$ cat config.mk
export PLATFORM = sky130hd
export DESIGN_NAME = feature_match_sel_flat
export DESIGN_NICKNAME = d
export VERILOG_FILES = /design/src/rtl/feature_match_sel_pkg.sv /design/src/rtl/feature_match_sel_if.sv /design/src/rtl/feature_match_sel_acc.sv /design/src/rtl/feature_match_sel.sv /design/src/flat_wrapper.sv
export SDC_FILE = /design/constraint.sdc
export NUM_CORES = 2
export LEC_CHECK = 0
export ABC_CLOCK_PERIOD_IN_PS = 5700
export CAP_MARGIN = 25
export CORE_AREA = 2 2 388 390
export CTS_BUF_LIST = sky130_fd_sc_hd__clkbuf_4
export DETAILED_ROUTE_END_ITERATION = 12
export DIE_AREA = 0 0 390 392
export SLEW_MARGIN = 20
export SYNTH_ARGS = -nofsm -noshare
export SYNTH_HDL_FRONTEND = slang
export SYNTH_SLANG_ARGS = --single-unit
$ cat constraint.sdc
create_clock -name clk -period 5.7 [get_ports clk]
set_input_delay 1.71 -clock clk [delete_from_list [all_inputs] [get_ports clk]]
set_output_delay 1.71 -clock clk [all_outputs]
set_load 0.01 [all_outputs]
$ cat src/rtl/feature_match_sel_pkg.sv
// Shared encodings for the feature-match selector: FSM states and system phase codes.
package feature_match_sel_pkg;

  localparam logic [1:0] ST_IDLE = 2'd0;
  localparam logic [1:0] ST_ACC  = 2'd1;
  localparam logic [1:0] ST_SCAN = 2'd2;
  localparam logic [1:0] ST_HOLD = 2'd3;

  localparam logic [1:0] PH_IDLE  = 2'b00;
  localparam logic [1:0] PH_CMP_A = 2'b01;
  localparam logic [1:0] PH_CMP_B = 2'b10;
  localparam logic [1:0] PH_STOP  = 2'b11;

  // Both compare codes keep a frame alive; idle and stop abandon it.
  function automatic logic phase_active(input logic [1:0] phase);
    return (phase == PH_CMP_A) || (phase == PH_CMP_B);
  endfunction

endpackage

$ cat src/rtl/feature_match_sel_if.sv
// Sample feed and result handshake between the feeder/consumer and the selector.
interface feature_match_sel_if #(
  parameter int MODN = 30,
  parameter int ACCW = 16,
  parameter int IDXW = 5
);
  logic [1:0]        state;
  logic [MODN*4-1:0] diff_bus;
  logic              sample_vld;
  logic              frame_end;
  logic              res_ready;
  logic              res_valid;
  logic [IDXW-1:0]   best_idx;
  logic [ACCW-1:0]   best_score;
  logic              busy;

  modport master (
    output state, diff_bus, sample_vld, frame_end, res_ready,
    input  res_valid, best_idx, best_score, busy
  );

  modport slave (
    input  state, diff_bus, sample_vld, frame_end, res_ready,
    output res_valid, best_idx, best_score, busy
  );
endinterface

$ cat src/rtl/feature_match_sel_acc.sv
// One per-model score accumulator: adds a 4-bit difference per enabled cycle, saturating.
module feature_acc #(
  parameter int ACCW = 16
) (
  input  logic            clk,
  input  logic            rst_n,
  input  logic            clear,
  input  logic            en,
  input  logic [3:0]      din,
  output logic [ACCW-1:0] acc
);

  logic [ACCW:0] sum;

  assign sum = {1'b0, acc} + {{(ACCW-3){1'b0}}, din};

  always_ff @(posedge clk or negedge rst_n) begin
    if (!rst_n) begin
      acc <= '0;
    end else if (clear) begin
      acc <= '0;
    end else if (en) begin
      acc <= sum[ACCW] ? '1 : sum[ACCW-1:0];
    end
  end

endmodule

$ cat src/rtl/feature_match_sel.sv
// Accumulates per-model differences over a frame, then scans sequentially for the
// lowest-score model and holds the result until the consumer accepts it.
module feature_match_sel
  import feature_match_sel_pkg::*;
#(
  parameter int MODN = 30,
  parameter int ACCW = 16,
  parameter int IDXW = 5
) (
  input logic               clk,
  input logic               rst_n,
  feature_match_sel_if.slave bus
);

  logic [1:0]      fsm;
  logic [ACCW-1:0] acc_val [MODN];
  logic [IDXW-1:0] scan_cnt;
  logic [IDXW-1:0] min_idx;
  logic [ACCW-1:0] min_score;
  logic [ACCW-1:0] acc_sel;
  logic            abort;
  logic            acc_clear;
  logic            acc_en;

  assign abort     = (fsm == ST_ACC) && !phase_active(bus.state);
  assign acc_clear = (fsm == ST_IDLE) || abort;
  assign acc_en    = (fsm == ST_ACC) && bus.sample_vld && !abort;
  assign bus.busy  = (fsm != ST_IDLE);

  for (genvar g = 0; g < MODN; g++) begin : g_acc
    feature_acc #(.ACCW(ACCW)) u_acc (
      .clk   (clk),
      .rst_n (rst_n),
      .clear (acc_clear),
      .en    (acc_en),
      .din   (bus.diff_bus[g*4 +: 4]),
      .acc   (acc_val[g])
    );
  end

  // Single read port into the accumulator bank feeding the one comparator.
  always_comb begin
    acc_sel = '0;
    for (int i = 0; i < MODN; i++) begin
      if (scan_cnt == IDXW'(i)) acc_sel = acc_val[i];
    end
  end

  // The scan counter runs one step past the last model so the final minimum is
  // copied to the outputs on its own cycle, giving a MODN+1 frame_end-to-result delay.
  always_ff @(posedge clk or negedge rst_n) begin
    if (!rst_n) begin
      fsm            <= ST_IDLE;
      scan_cnt       <= '0;
      min_idx        <= '0;
      min_score      <= '0;
      bus.res_valid  <= 1'b0;
      bus.best_idx   <= '0;
      bus.best_score <= '0;
    end else begin
      case (fsm)
        ST_IDLE: begin
          if (bus.state == PH_CMP_A) fsm <= ST_ACC;
        end
        ST_ACC: begin
          scan_cnt <= '0;
          if (abort)              fsm <= ST_IDLE;
          else if (bus.frame_end) fsm <= ST_SCAN;
        end
        ST_SCAN: begin
          if (scan_cnt == IDXW'(MODN)) begin
            bus.best_idx   <= min_idx;
            bus.best_score <= min_score;
            bus.res_valid  <= 1'b1;
            fsm            <= ST_HOLD;
          end else begin
            if (scan_cnt == '0 || acc_sel < min_score) begin
              min_idx   <= scan_cnt;
              min_score <= acc_sel;
            end
            scan_cnt <= scan_cnt + 1'b1;
          end
        end
        default: begin
          if (bus.res_valid && bus.res_ready) begin
            bus.res_valid <= 1'b0;
            fsm           <= ST_IDLE;
          end
        end
      endcase
    end
  end

endmodule

$ cat src/flat_wrapper.sv
// flat-port wrapper written by rule: the top's interface ports become plain ports
module feature_match_sel_flat import feature_match_sel_pkg::*;
#(
  parameter int MODN = 30,
  parameter int ACCW = 16,
  parameter int IDXW = 5
)
  (clk, rst_n, bus_state, bus_diff_bus, bus_sample_vld, bus_frame_end, bus_res_ready, bus_res_valid, bus_best_idx, bus_best_score, bus_busy);
  feature_match_sel_if #(.MODN(MODN), .ACCW(ACCW), .IDXW(IDXW)) bus_i ();
  input logic clk;
  input logic rst_n;
  input wire logic [$bits(bus_i.state)-1:0] bus_state;
  input wire logic [$bits(bus_i.diff_bus)-1:0] bus_diff_bus;
  input wire logic [$bits(bus_i.sample_vld)-1:0] bus_sample_vld;
  input wire logic [$bits(bus_i.frame_end)-1:0] bus_frame_end;
  input wire logic [$bits(bus_i.res_ready)-1:0] bus_res_ready;
  output wire logic [$bits(bus_i.res_valid)-1:0] bus_res_valid;
  output wire logic [$bits(bus_i.best_idx)-1:0] bus_best_idx;
  output wire logic [$bits(bus_i.best_score)-1:0] bus_best_score;
  output wire logic [$bits(bus_i.busy)-1:0] bus_busy;
  assign bus_i.state = bus_state;
  assign bus_i.diff_bus = bus_diff_bus;
  assign bus_i.sample_vld = bus_sample_vld;
  assign bus_i.frame_end = bus_frame_end;
  assign bus_i.res_ready = bus_res_ready;
  assign bus_res_valid = bus_i.res_valid;
  assign bus_best_idx = bus_i.best_idx;
  assign bus_best_score = bus_i.best_score;
  assign bus_busy = bus_i.busy;
  feature_match_sel #(.MODN(MODN), .ACCW(ACCW), .IDXW(IDXW)) u_core (.clk(clk), .rst_n(rst_n), .bus(bus_i));
endmodule
==> out/results.ini <==
[placement]
place_congestion=0.984
dp_slack_ns=0.156
port_buffers=149
dpl_cell_area_um2=41000
dpl.hpwl_um=107000
dp_cells=6443

[run]
maxCapViolations=0

[synthesis]
netlist_instances=4521
syn-num-nets=4819
synth_area_um2=37000
synth_flop_cell=dfrtp_1
yosys_warnings=0
synthArstFlopShare=1.00
synth_edf_count=0
synth.ff_latch_count=530
ys_seq_area_frac=0.358
avgSynthCellArea_um2=8.19
ys_types=82

[timing]
skew_ns=0.0644
fin_crit_ns=5.52
tns_ns=0
setup_violations=0
period_share=0.968
max_freq_ghz=0.181
maxSlewViolCount=0
worst_slack_ns=0.185
maxSlewHeadroom=0.331
hold_viol=0
worst_pin_slew_ns=1.00
rsz0062_at_grt=no
hold_ws_ns=0.508

[grt]
grt.total_usage=0.186
grt_max_degree=195
grt_overflow=0
grt_pass1_vias=35200
antenna_found_initial=10
grt_pass1_wl_um=221000

[clock_tree]
clock_latency_ns=1.07
post_cts.repair.setup_buffers=0
clock_sinks=530
cts_inserted_buffers=151
clkTransAtPathRegs_ns=0.06
postCtsHoldBufs=0
cts_resized=0
cts_htree_levels=4
cts_tree=done
cts_max_path_buffers=3
clock-root-buffer=clkbuf_4

[detailed_routing]
wl_per_cell_um=21.8
drcViolationCount=0
dr.pass1.iters=6
routed_wl_um=146000
viasPerCell=5.56
drt-initial-drc-count=3817
vias=37200
route.antenna.remaining_nets=0

[layout]
final_util=0.287
nFillCells=15900
drive_gt1_frac=0.0911
postLayoutCellArea_um2=42800
areaGrowthSynthToFinish_pct=15.6
fin_nets=4950
final_cells=6689

[floorplanning]
core_area_um2=149000
die_x_um=390
die_h_um=392
dieArea_um2=153000
rows=142
boundaryPins=150
initial_core_util=0.249

[worst_hold_path]
hold_class=reg -> reg

[power_and_ir_drop]
cellLeakagePower_nw=18.8
finalPower_mw=11.6
ir_drop_uv=350
power_density_nw_per_um2=272

[setup_path]
cp.required_ns=6.64
crit_fanout=30
cp.arrival_ns=6.46
crit_family=compound AO/OA/AOI/OAI gates
critPathLaunchType=register
crit_buf_inv=3
crit_slowest_cell=or4b_4
critical_path_class=reg -> reg
cp_slowest_stage_delay_ns=0.54
reg2reg_setup_slack_ns=0.18
path_cells=inv_1 -> ha_2 -> buf_12 -> or4b_4 -> nor3_4 -> a221o_1 -> nand4_1 -> a21oi_1 -> o22ai_1 -> o41ai_2 -> ha_1 -> nand4_1 -> or3_1 -> nor3_1 -> o21ai_0 -> o21ai_2 -> buf_12 -> mux2_2
end_kind=register

[status]
outcome=complete, no violations

[flip-flops by register name, indices dropped and copies added (netlist names)]
register,count
u_core.min_score,16
u_core.scan_cnt,5
u_core.bus.best_idx,5
u_core.min_idx,5
u_core.fsm,2
u_core.bus.best_score,16
u_core.bus.res_valid,1
u_core.g_acc.u_acc.acc,480
[where the power goes]
part           leakage (nW)  total [mW]  switching (mW)  internal [mW]
clock                  1.06        3.59            1.79           1.80
combinational          10.3        3.81            2.44           1.37
sequential             7.37        4.24           0.319           3.93
total                  18.8        11.6            4.55           7.10
[logic make-up after synthesis]
| logic type | count (synthesis) | synth area share |
|---|---|---|
| compound gates | 1907 | 0.325 |
| simple gates | 1168 | 0.158 |
| buf+inv | 641 | 0.0671 |
| flops | 530 | 0.358 |
| fa+ha+maj | 171 | 0.0639 |
| xor+xnor | 60 | 0.0142 |
| mux | 44 | 0.0133 |
[cells in the final DEF, fill, tap and decap left out, drive strengths merged, types with 148 or more instances in the layout]
master,n
a22o,181
nand2,396
inv,353
o21ai,709
dfrtp,530
and3,150
clkbuf,206
a21oi,381
nor2,181
clkdlybuf4s50,148
[cell type report]
cell class              instances  area (um2)  area share
repair buffers                271        2640      0.0616
flip-flops and latches        530       13300       0.310
inverters                     348        1310      0.0305
diodes                          2        5.00    0.000117
clock inverters                38         263     0.00614
clock buffers                 206        1550      0.0361
multi-input cells            3350       21300       0.499
well taps                    1944        2430      0.0568
[routing by layer]
metal / global-route usage / vias to the layer above / routed length (um)
met4: 0.0852 / 14 / 6370
li1: - / 16900 / -
met3: 0.0470 / 318 / 12200
met2: 0.277 / 1567 / 63200
met1: 0.252 / 18300 / 63700
met5: 0 / - / 78
[path summary, 6_finish.rpt]
| path | start | endpoint | cells past startpoint |
|---|---|---|---|
| max | u_core.scan_cnt[0] | u_core.min_score[13] | 18 |
| min | u_core.g_acc[14].u_acc.acc[1] | u_core.g_acc[14].u_acc.acc[1] | 1 |
| max reg2reg | u_core.scan_cnt[0] | u_core.min_score[13] | 18 |
| min reg2reg | u_core.g_acc[14].u_acc.acc[1] | u_core.g_acc[14].u_acc.acc[1] | 1 |
| max in group asynchronous | rst_n | u_core.g_acc[15].u_acc.acc[4] | 3 |
| min in group asynchronous | rst_n | u_core.g_acc[25].u_acc.acc[0] | 1 |
[cell usage after synthesis (all sizes together), types with 9 or more instances]
cell type	n	area (um2)
a31oi	61	382
nor2	181	682
a221o	14	140
o21a	13	97.6
buf	51	270
fa	30	601
o21ai	709	3550
a221oi	33	289
a21oi	381	1910
xnor2	21	184
nand3b	15	113
clkbuf	242	908
ha	141	1760
and3	150	938
o31a	9	78.8
inv	348	1310
xor2	39	342
a41oi	36	315
nor2b	69	434
o2111a	13	146
a211o	9	78.8
a22o	181	1590
o211ai	24	180
a211oi	35	268
o2bb2ai	42	368
nor3b	10	80.1
nand3	119	596
o221ai	24	210
o31ai	54	405
nor4	20	125
or3	11	68.8
or2	16	100
a21o	136	1020
dfrtp	530	13300
and2	28	175
o2111ai	15	131
nand2	396	1490
o22ai	49	307
nand2b	33	206
a22oi	23	173
mux2	42	473
nor3	51	267
nand4	21	131
(Power assumes the default switching activity.)
